**src/rtl/seg_scan_mux.sv**
```systemverilog
// seg_scan_mux: N-digit multiplexed 7-segment scanner with tear-free load, per-digit blink and dp.
// Define SEG_SCAN_LZB_EN to enable leading-zero blanking.
module seg_scan_mux #(
    parameter int DIGITS    = 4,
    parameter int SCAN_DIV  = 65536,
    parameter int BLINK_DIV = 16777216
) (
    input  logic                clk,
    input  logic                resetn,
    input  logic                en,
    input  logic                load,
    input  logic [4*DIGITS-1:0] digits_in,
    input  logic [DIGITS-1:0]   blink_mask,
    input  logic [DIGITS-1:0]   dp_mask,
    output logic [DIGITS-1:0]   anode,
    output logic [6:0]          seg,
    output logic                dp,
    output logic                frame_done
);
    localparam int PW = $clog2(SCAN_DIV);
    localparam int IW = $clog2(DIGITS);
    localparam int BW = $clog2(BLINK_DIV);
    localparam logic [6:0] HEX7 [16] = '{
        7'b0111111, 7'b0000110, 7'b1011011, 7'b1001111,
        7'b1100110, 7'b1101101, 7'b1111101, 7'b0000111,
        7'b1111111, 7'b1101111, 7'b1110111, 7'b1111100,
        7'b0111001, 7'b1011110, 7'b1111001, 7'b1110001
    };

    logic [PW-1:0]       presc_q, presc_d;
    logic [IW-1:0]       idx_q, idx_d;
    logic [BW-1:0]       blink_cnt_q, blink_cnt_d;
    logic                blink_phase_q, blink_phase_d;
    logic [4*DIGITS-1:0] stg_dig_q, stg_dig_d, disp_dig_q, disp_dig_d;
    logic [DIGITS-1:0]   stg_blink_q, stg_blink_d, disp_blink_q, disp_blink_d;
    logic [DIGITS-1:0]   stg_dp_q, stg_dp_d, disp_dp_q, disp_dp_d;
    logic                pending_q, pending_d;
    logic [DIGITS-1:0]   anode_q, anode_d;
    logic [6:0]          seg_q, seg_d;
    logic                dp_q, dp_d;
    logic                scan_tc, last_idx, blink_tc, wrap, upd, blank;
    logic [3:0]          nib;

    // Display only changes on a frame boundary, or immediately while blanked.
    always_comb begin
        scan_tc       = presc_q == PW'(SCAN_DIV - 1);
        last_idx      = idx_q == IW'(DIGITS - 1);
        blink_tc      = blink_cnt_q == BW'(BLINK_DIV - 1);
        wrap          = en && scan_tc && last_idx;
        upd           = pending_q && (wrap || !en);
        presc_d       = (!en || scan_tc) ? '0 : presc_q + 1'b1;
        idx_d         = !en ? '0 : !scan_tc ? idx_q : last_idx ? '0 : idx_q + 1'b1;
        blink_cnt_d   = blink_tc ? '0 : blink_cnt_q + 1'b1;
        blink_phase_d = blink_phase_q ^ blink_tc;
        stg_dig_d     = load ? digits_in : stg_dig_q;
        stg_blink_d   = load ? blink_mask : stg_blink_q;
        stg_dp_d      = load ? dp_mask : stg_dp_q;
        pending_d     = load || (pending_q && !upd);
        disp_dig_d    = upd ? stg_dig_q : disp_dig_q;
        disp_blink_d  = upd ? stg_blink_q : disp_blink_q;
        disp_dp_d     = upd ? stg_dp_q : disp_dp_q;
    end

`ifdef SEG_SCAN_LZB_EN
    logic [DIGITS-1:0] lz;
    always_comb begin
        lz[DIGITS-1] = disp_dig_q[4*DIGITS-1 -: 4] == 4'd0;
        for (int i = DIGITS - 2; i >= 0; i--)
            lz[i] = lz[i+1] && disp_dig_q[4*i +: 4] == 4'd0;
    end
    assign blank = lz[idx_q] && idx_q != '0;
`else
    assign blank = 1'b0;
`endif

    always_comb begin
        nib     = disp_dig_q[{idx_q, 2'b00} +: 4];
        anode_d = (!en || (disp_blink_q[idx_q] && blink_phase_q)) ? '1 : ~(DIGITS'(1) << idx_q);
        seg_d   = (!en || blank) ? 7'd0 : HEX7[nib];
        dp_d    = en && disp_dp_q[idx_q];
    end

    always_ff @(posedge clk or negedge resetn) begin
        if (!resetn) begin
            presc_q       <= '0;
            idx_q         <= '0;
            blink_cnt_q   <= '0;
            blink_phase_q <= 1'b0;
            stg_dig_q     <= '0;
            stg_blink_q   <= '0;
            stg_dp_q      <= '0;
            disp_dig_q    <= '0;
            disp_blink_q  <= '0;
            disp_dp_q     <= '0;
            pending_q     <= 1'b0;
            anode_q       <= '1;
            seg_q         <= '0;
            dp_q          <= 1'b0;
        end else begin
            presc_q       <= presc_d;
            idx_q         <= idx_d;
            blink_cnt_q   <= blink_cnt_d;
            blink_phase_q <= blink_phase_d;
            stg_dig_q     <= stg_dig_d;
            stg_blink_q   <= stg_blink_d;
            stg_dp_q      <= stg_dp_d;
            disp_dig_q    <= disp_dig_d;
            disp_blink_q  <= disp_blink_d;
            disp_dp_q     <= disp_dp_d;
            pending_q     <= pending_d;
            anode_q       <= anode_d;
            seg_q         <= seg_d;
            dp_q          <= dp_d;
        end
    end

    assign anode      = anode_q;
    assign seg        = seg_q;
    assign dp         = dp_q;
    assign frame_done = wrap;
endmodule

```
**config.mk**
```make
export PLATFORM = sky130hd
export DESIGN_NAME = seg_scan_mux
export DESIGN_NICKNAME = d
export VERILOG_FILES = /design/src/rtl/seg_scan_mux.sv
export SDC_FILE = /design/constraint.sdc
export NUM_CORES = 1
export LEC_CHECK = 0
export BUFFER_PORTS_ARGS = -buffer_cell sky130_fd_sc_hd__buf_2
export CORE_MARGIN = 3
export CORE_UTILIZATION = 55
export CTS_CLUSTER_DIAMETER = 80
export DETAILED_ROUTE_END_ITERATION = 10
export MAX_ROUTING_LAYER = met4
export PLACE_DENSITY = 0.81
export RECOVER_POWER = 100
export SETUP_SLACK_MARGIN = 0.4
export SYNTH_ARGS = -nofsm -noshare
export SYNTH_HDL_FRONTEND = slang
export SYNTH_SLANG_ARGS = --single-unit
```
**constraint.sdc**
```tcl
create_clock -name clk -period 3.7 [get_ports clk]
set_clock_uncertainty 0.05 [all_clocks]
set_input_delay 0.185 -clock clk [delete_from_list [all_inputs] [get_ports clk]]
set_output_delay 0.185 -clock clk [all_outputs]
set_load 0.01 [all_outputs]
```
Yosys cells after proc, flatten, opt, wreduce, memory -nomap -nowiden
Memory sizes are Yosys's and may differ from the RTL's.
Index checks and enable logic that the tools add are counted.

storage, ports and cells
  bits of input ports = 28
  bits in read-only memories = 112
  memories = 1
  register bits after elaboration = 104
  logic and storage cells = 54

operators by class
  bitwise logic cells = 3
  muxes and demuxes = 13
  reduce and logical (&&, ||, !) cells = 12
  order comparisons = 2
  add/subtract/negate cells = 3
  shift-type cells = 2
  equal/unequal tests = 4

memories
  memory            depth  bits a word  rd ports  clocked after Yosys merged registers in  write ports  RTL line  RTL
  (name not given)  16     7            1         0                                        0            79        seg_d = (!en || blank) ? 7'd0 : HEX7[nib];

operators with widths
  kind                     number
  $add A24 B1 Y24 const B  1
  $eq A24 B24 Y1 const B   1
  $mux W24                 1
  $mux W7                  3
  $add A16 B1 Y16 const B  1
  $eq A16 B16 Y1 const B   1
  $mux W16                 1
  $shiftx A16 B5 Y4        1
  $logic_and A1 B1 Y1      6
  $mux W2                  3
  $ge A5 B5 Y1 const B     1
  $not A4 Y5               1
  $bmux W1 S2              2
  $logic_or A1 B1 Y1       4
  $mux W4                  1
  $not A4 Y4               1
  $shl A1 B2 Y4 const A    1
  $lt A2 B3 Y1 const B     1
  $add A2 B1 Y2 const B    1
  $eq A2 B2 Y1 const B     1
  $logic_not A1 Y1         2
  $mux W1                  2
  $ne A2 B1 Y1 const B     1
  $xor A1 B1 Y1            1

Depth between registers and ports, before layout
  depth after elaboration = 8
  depth in mapped cells = 7
  depth with buffers taken out = 6

Worst setup path after synthesis
No wires, ideal clock.

  path kind = reg2reg
  from = register idx_q[0]
  to = register seg_q[4] (netlist: seg[4])
  cell stages (with the launch flop) = 6
  slack = 1.700 ns
  arrival = 1.828 ns
  clock period less this slack = 2.000 ns
  path through = dfrtp_1 buf_2 mux4_2 ha_1 mux2_2 o221a_2

on the way
  word-level cells in the longest chain between the ends = 6

ends and longest elaborated chain
  item                                        RTL line  RTL
  start, declared                             31        logic [IW-1:0] idx_q, idx_d;
  start signal, assigned                      101       idx_q <= idx_d;
  $shiftx A16 B5 Y4                           77        nib = disp_dig_q[{idx_q, 2'b00} +: 4];
  $not A4 Y5 (implied by the code)            79
  $mem_v2 Z16 W7                              -
  $mux W7 (implied by the code) (2 in a row)  79
  $mux W7                                     79
  via seg_d[4]                                39        logic [6:0] seg_q, seg_d;
  end signal, assigned                        112       seg_q <= seg_d;
  end, declared                               39

The timed path passes the listed nets, and every way through them passes these cells. The select of a mux whose other input is x is not followed.
A chain may end at the register's enable or synchronous reset.

Worst setup path after layout
  from = register pending_q
  to = register disp_dp_q[3]

on the way
  word-level cells in the longest chain between the ends = 1

ends and longest elaborated chain
  item                    RTL line  RTL
  start, declared         37        logic pending_q, pending_d;
  start signal, assigned  110       pending_q <= pending_d;
  $logic_and A1 B1 Y1     50        upd = pending_q && (wrap || !en);
  end signal, assigned    109       disp_dp_q <= disp_dp_d;
  end, declared           36        logic [DIGITS-1:0] stg_dp_q, stg_dp_d, disp_dp_q, disp_dp_d;

No other way between the ends.

==> summary.md <==
| Metric | Value |
|---|---|
| Critical Path RT | about 4.0 ns |
| Met2 usage | around 36% |
| DR vias | around 4200 |
| Final period utilization | approximately four fifths |
| Most Used Layer, Global Route | met2 |
| Startpoint Class | flop |
| Post-Syn Area per Cell | 10.4 um^2 |
| Compound-Gate Fraction of Synth Area | approximately a tenth |
| # DRC | 0 |
| Total power | between 2000 and 2500 uW |
| Via density | 6.00 |
| Fin area | ~6000 um^2 |
| Initial antenna violation count | 0 |
| Crit path capture | disp_dp_q[3]$_DFFE_PN0P_ |
| Setup-failing EPs final | 0 |
| Most common cell in the netlist | dfrtp_1 |
| Slowest cell on crit path | dfrtp_1 |
| Register area share after synthesis | about half |
| Final hold violations | 0 |
| Final Core Density | 63.9% |
| Reg2reg end | disp_dp_q[3]$_DFFE_PN0P_ |
| Setup Buffers After CTS | 0 |
| TritonCTS clock tree | done |
| Worst path cell trace | inv_1, nor2_1, clkbuf_1, a221oi_1, o211ai_1 |
| Reg2reg path depth | 5 |
| Placed cells | about 650 |
| Leak pwr | ~0.0025 uW |
| Flop2flop setup slack | 0.74 ns |
| Slew Limit Fails | 0 |
| Async SR Flop Fraction | 100% |
| Crit path arrival time | ~3.2 ns |
| CP Max Fanout | 26 |
| Fin nets | 601 |
| Total number of yosys warnings | 0 |
| Power Density | ~380 nW/um^2 |
| Yosys cell types | 45 |
| Met3 usage | under 10% |
| VDD IR-drop max | about 0.25 mV |
| Fmax | approximately 340 MHz |
| Initial Utilization | between 50% and 60% |
| Simple-Gate Fraction of Synth Area | around a fifth |
| Die area | ~11000 um^2 |
| Main combinational cell family by area after synthesis | simple AND/OR/NAND/NOR gates |
| Grt met1 use | between 20% and 30% |
| Total Routing Usage GR | 22.6% |
| CP peak stage delay | 0.96 ns |
| Post-DP HPWL | 7230 um |
| Max-slew headroom | less than 1% |
| Vias in the first global route | between 4000 and 5000 |
| ANT nets after route | 0 |
| Post-synth top cells | dfrtp_1 (100), nand3_1 (64), nor2_1 (57) |
| # IOs | 41 |
| FF-to-FF Start | pending_q$_DFF_PN0_ |
| Routed WL | ~11000 um |
| Post-synthesis xor/xnor area fraction | under 10% |
| Drt pass-1 iters | 5 |
| Largest net degree at the start of global routing | 52 |
| Share of Yosys cell area claimed by the top area cell type | 47.0% |
| H-tree depth | 3 |
| First-pass GRT wire length | 19500 um |
| Root buffer cell | clkbuf_8 |
| CTS buffer count | 9 |
| Clock transition at path regs | about 0.10 ns |
| Max-Cap Viols | 1 |
| Cells after Synth | just over 500 |
| Post-DP Area | 5580 um^2 |
| RePlAce Congestion | approximately 0.79 |
| Routed len/inst | between 15 and 20 um |
| Largest cells by area after synthesis | dfrtp_1 (47%), nand3_1 (6.0%), mux2_2 (5.5%) |
| Synthesized-area fraction occupied by adder cells | under 10% |
| Clock latency on the worst-skew pair | roughly 0.39 ns |
| Top_reg_cell synth | dfrtp_1 |
| Diode count | 0 |
| Share of cells above drive strength 1 | between 10% and 20% |
| Die Ht | between 100 and 150 um |
| Origin of the worst setup path | pending_q$_DFF_PN0_ |
| Cell area after synthesis | approximately 5300 um^2 |
| Setup TNS | 0 ns |
| IO Port Bufs | 40 |
| Cell accounting for the most synthesized area | dfrtp_1 |
| Syn nets | ~550 |
| Grt total ovfl | 0 |
| Die W | 104 um |
| Mux share of post-synthesis cell area | between 8 and 9% |
| Final non-filler cell total | 695 |
| Clock sink count | 104 |
| DR iter-0 viols | around 350 |
| Core ar. | 9330 um^2 |
| Setup crit end kind | flop |
| Min-Delay Path Class | in -> reg |
| Site Rows | 35 |
| Setup CP Type | reg -> reg |
| Violated checks | capacitance limit |
| Minimum clock period after layout | 2.96 ns |
| Number of synthesized register bits | approximately 100 |
| CTS max path bufs | 2 |
| RSZ-0062 raised after global routing | false |
| Post-synth EDFFs | 0 |
| Status | finished with violations |
| Area Growth Syn to Fin | 12.0% |
| Worst slew pin tran | around 1.5 ns |
cells in the final DEF (no fill, tap or decap), types with 3 or more instances in the layout:
cell / synthesis / layout
dfstp_2: 4 / 4
buf_4: 0 / 3
nand2_1: 45 / 45
nor4_1: 7 / 7
buf_2: 8 / 25
ha_1: 12 / 12
o21ai_0: 3 / 3
clkbuf_1: 22 / 17
and4_1: 4 / 4
dfrtp_1: 100 / 100
clkbuf_8: 0 / 11
nor2_1: 57 / 57
nand4_1: 10 / 11
and3_1: 5 / 5
mux2i_1: 4 / 4
inv_1: 9 / 9
nand3_1: 64 / 64
mux2_2: 26 / 26
o211ai_1: 25 / 25
mux4_2: 6 / 6
a221oi_1: 24 / 24
nor3_1: 8 / 8
nand3b_1: 3 / 3
xnor2_1: 18 / 18
xor2_1: 15 / 15
dlygate4sd3_1: 0 / 25
a21oi_1: 4 / 4
kinds of logic after synthesis:
| family | Yosys count |
|---|---|
| adders and majority gates | 12 |
| muxes | 36 |
| xor gates and xnor gates | 33 |
| and+or+nand+nor | 216 |
| AOI/OAI and AO/OA | 68 |
| DFF | 104 |
| buffers and inverters | 44 |
worst max-delay path, delay by kind of cell (launching register included):
kind | cells | cell delay (ns)
buffers and inverters | 2 | 1.23
AND/OR/NAND/NOR | 1 | 0.28
AO/OA/AOI/OAI | 2 | 0.34
flip-flops | 1 | 0.96
how the worst min path moves through the flow:
stage,startpoint,endpoint,slack [ns],cells after the start
2_1_floorplan,resetn,blink_cnt_q[0]$_DFF_PN0_,-0.16,0
3_3_place_gp,resetn,blink_cnt_q[17]$_DFF_PN0_,0.07,1
3_5_place_dp,resetn,blink_cnt_q[20]$_DFF_PN0_,0.07,1
4_1_cts,resetn,blink_cnt_q[19]$_DFF_PN0_,0.20,2
5_1_grt,en,seg[1]$_DFF_PN0_,0.35,2
6_report,en,seg[1]$_DFF_PN0_,0.34,2
metrics by stage:
| step | hold WS, ns | setup slack, ns |
|---|---|---|
| CTS | 0.196 | 1.01 |
| detailed placement | 0.0700 | 1.22 |
| finish | 0.339 | 0.743 |
| floorplan | -0.161 | 1.70 |
| global placement | 0.0654 | 1.34 |
| global route | 0.350 | 0.584 |
flip-flops by register name (all words and copies together) (netlist names):
| name | cells |
|---|---|
| blink_cnt_q | 24 |
| stg_dig_q | 16 |
| pending_q | 1 |
| seg | 7 |
| stg_dp_q | 4 |
| idx_q | 2 |
| disp_dig_q | 16 |
| disp_blink_q | 4 |
| dp | 1 |
| blink_phase_q | 1 |
| stg_blink_q | 4 |
| anode | 4 |
| disp_dp_q | 4 |
| presc_q | 16 |
final cells by class:
type,instances,area [um^2]
Timing Repair Buffer,72,472
Inverter,9,33.8
Sequential cell,104,2610
Tap cell,129,161
Fill cell,725,3370
Multi-Input combinational cell,365,2490
Clock inverter,5,38.8
Clock buffer,11,151
what timing repair did:
action | 4_1_cts | 5_1_grt
gates resized for setup | 0 | 0
hold buffers | 25 | 0
hold endpoints to repair | 50 | 0
power breakdown:
part | internal [uW] | switching [uW]
combinational | 149 | 163
clock | 286 | 396
sequential | 1210 | 77.2
total | 1650 | 636
per-layer routing:
layer / part of all wire [%] / up-vias
met3: 5.3 / 20
li1: - / 1946
met5: 0 / -
met2: 50 / 151
met1: 43 / 2056
met4: 1.5 / 0
No activity file was read; power rests on OpenSTA's default activity.
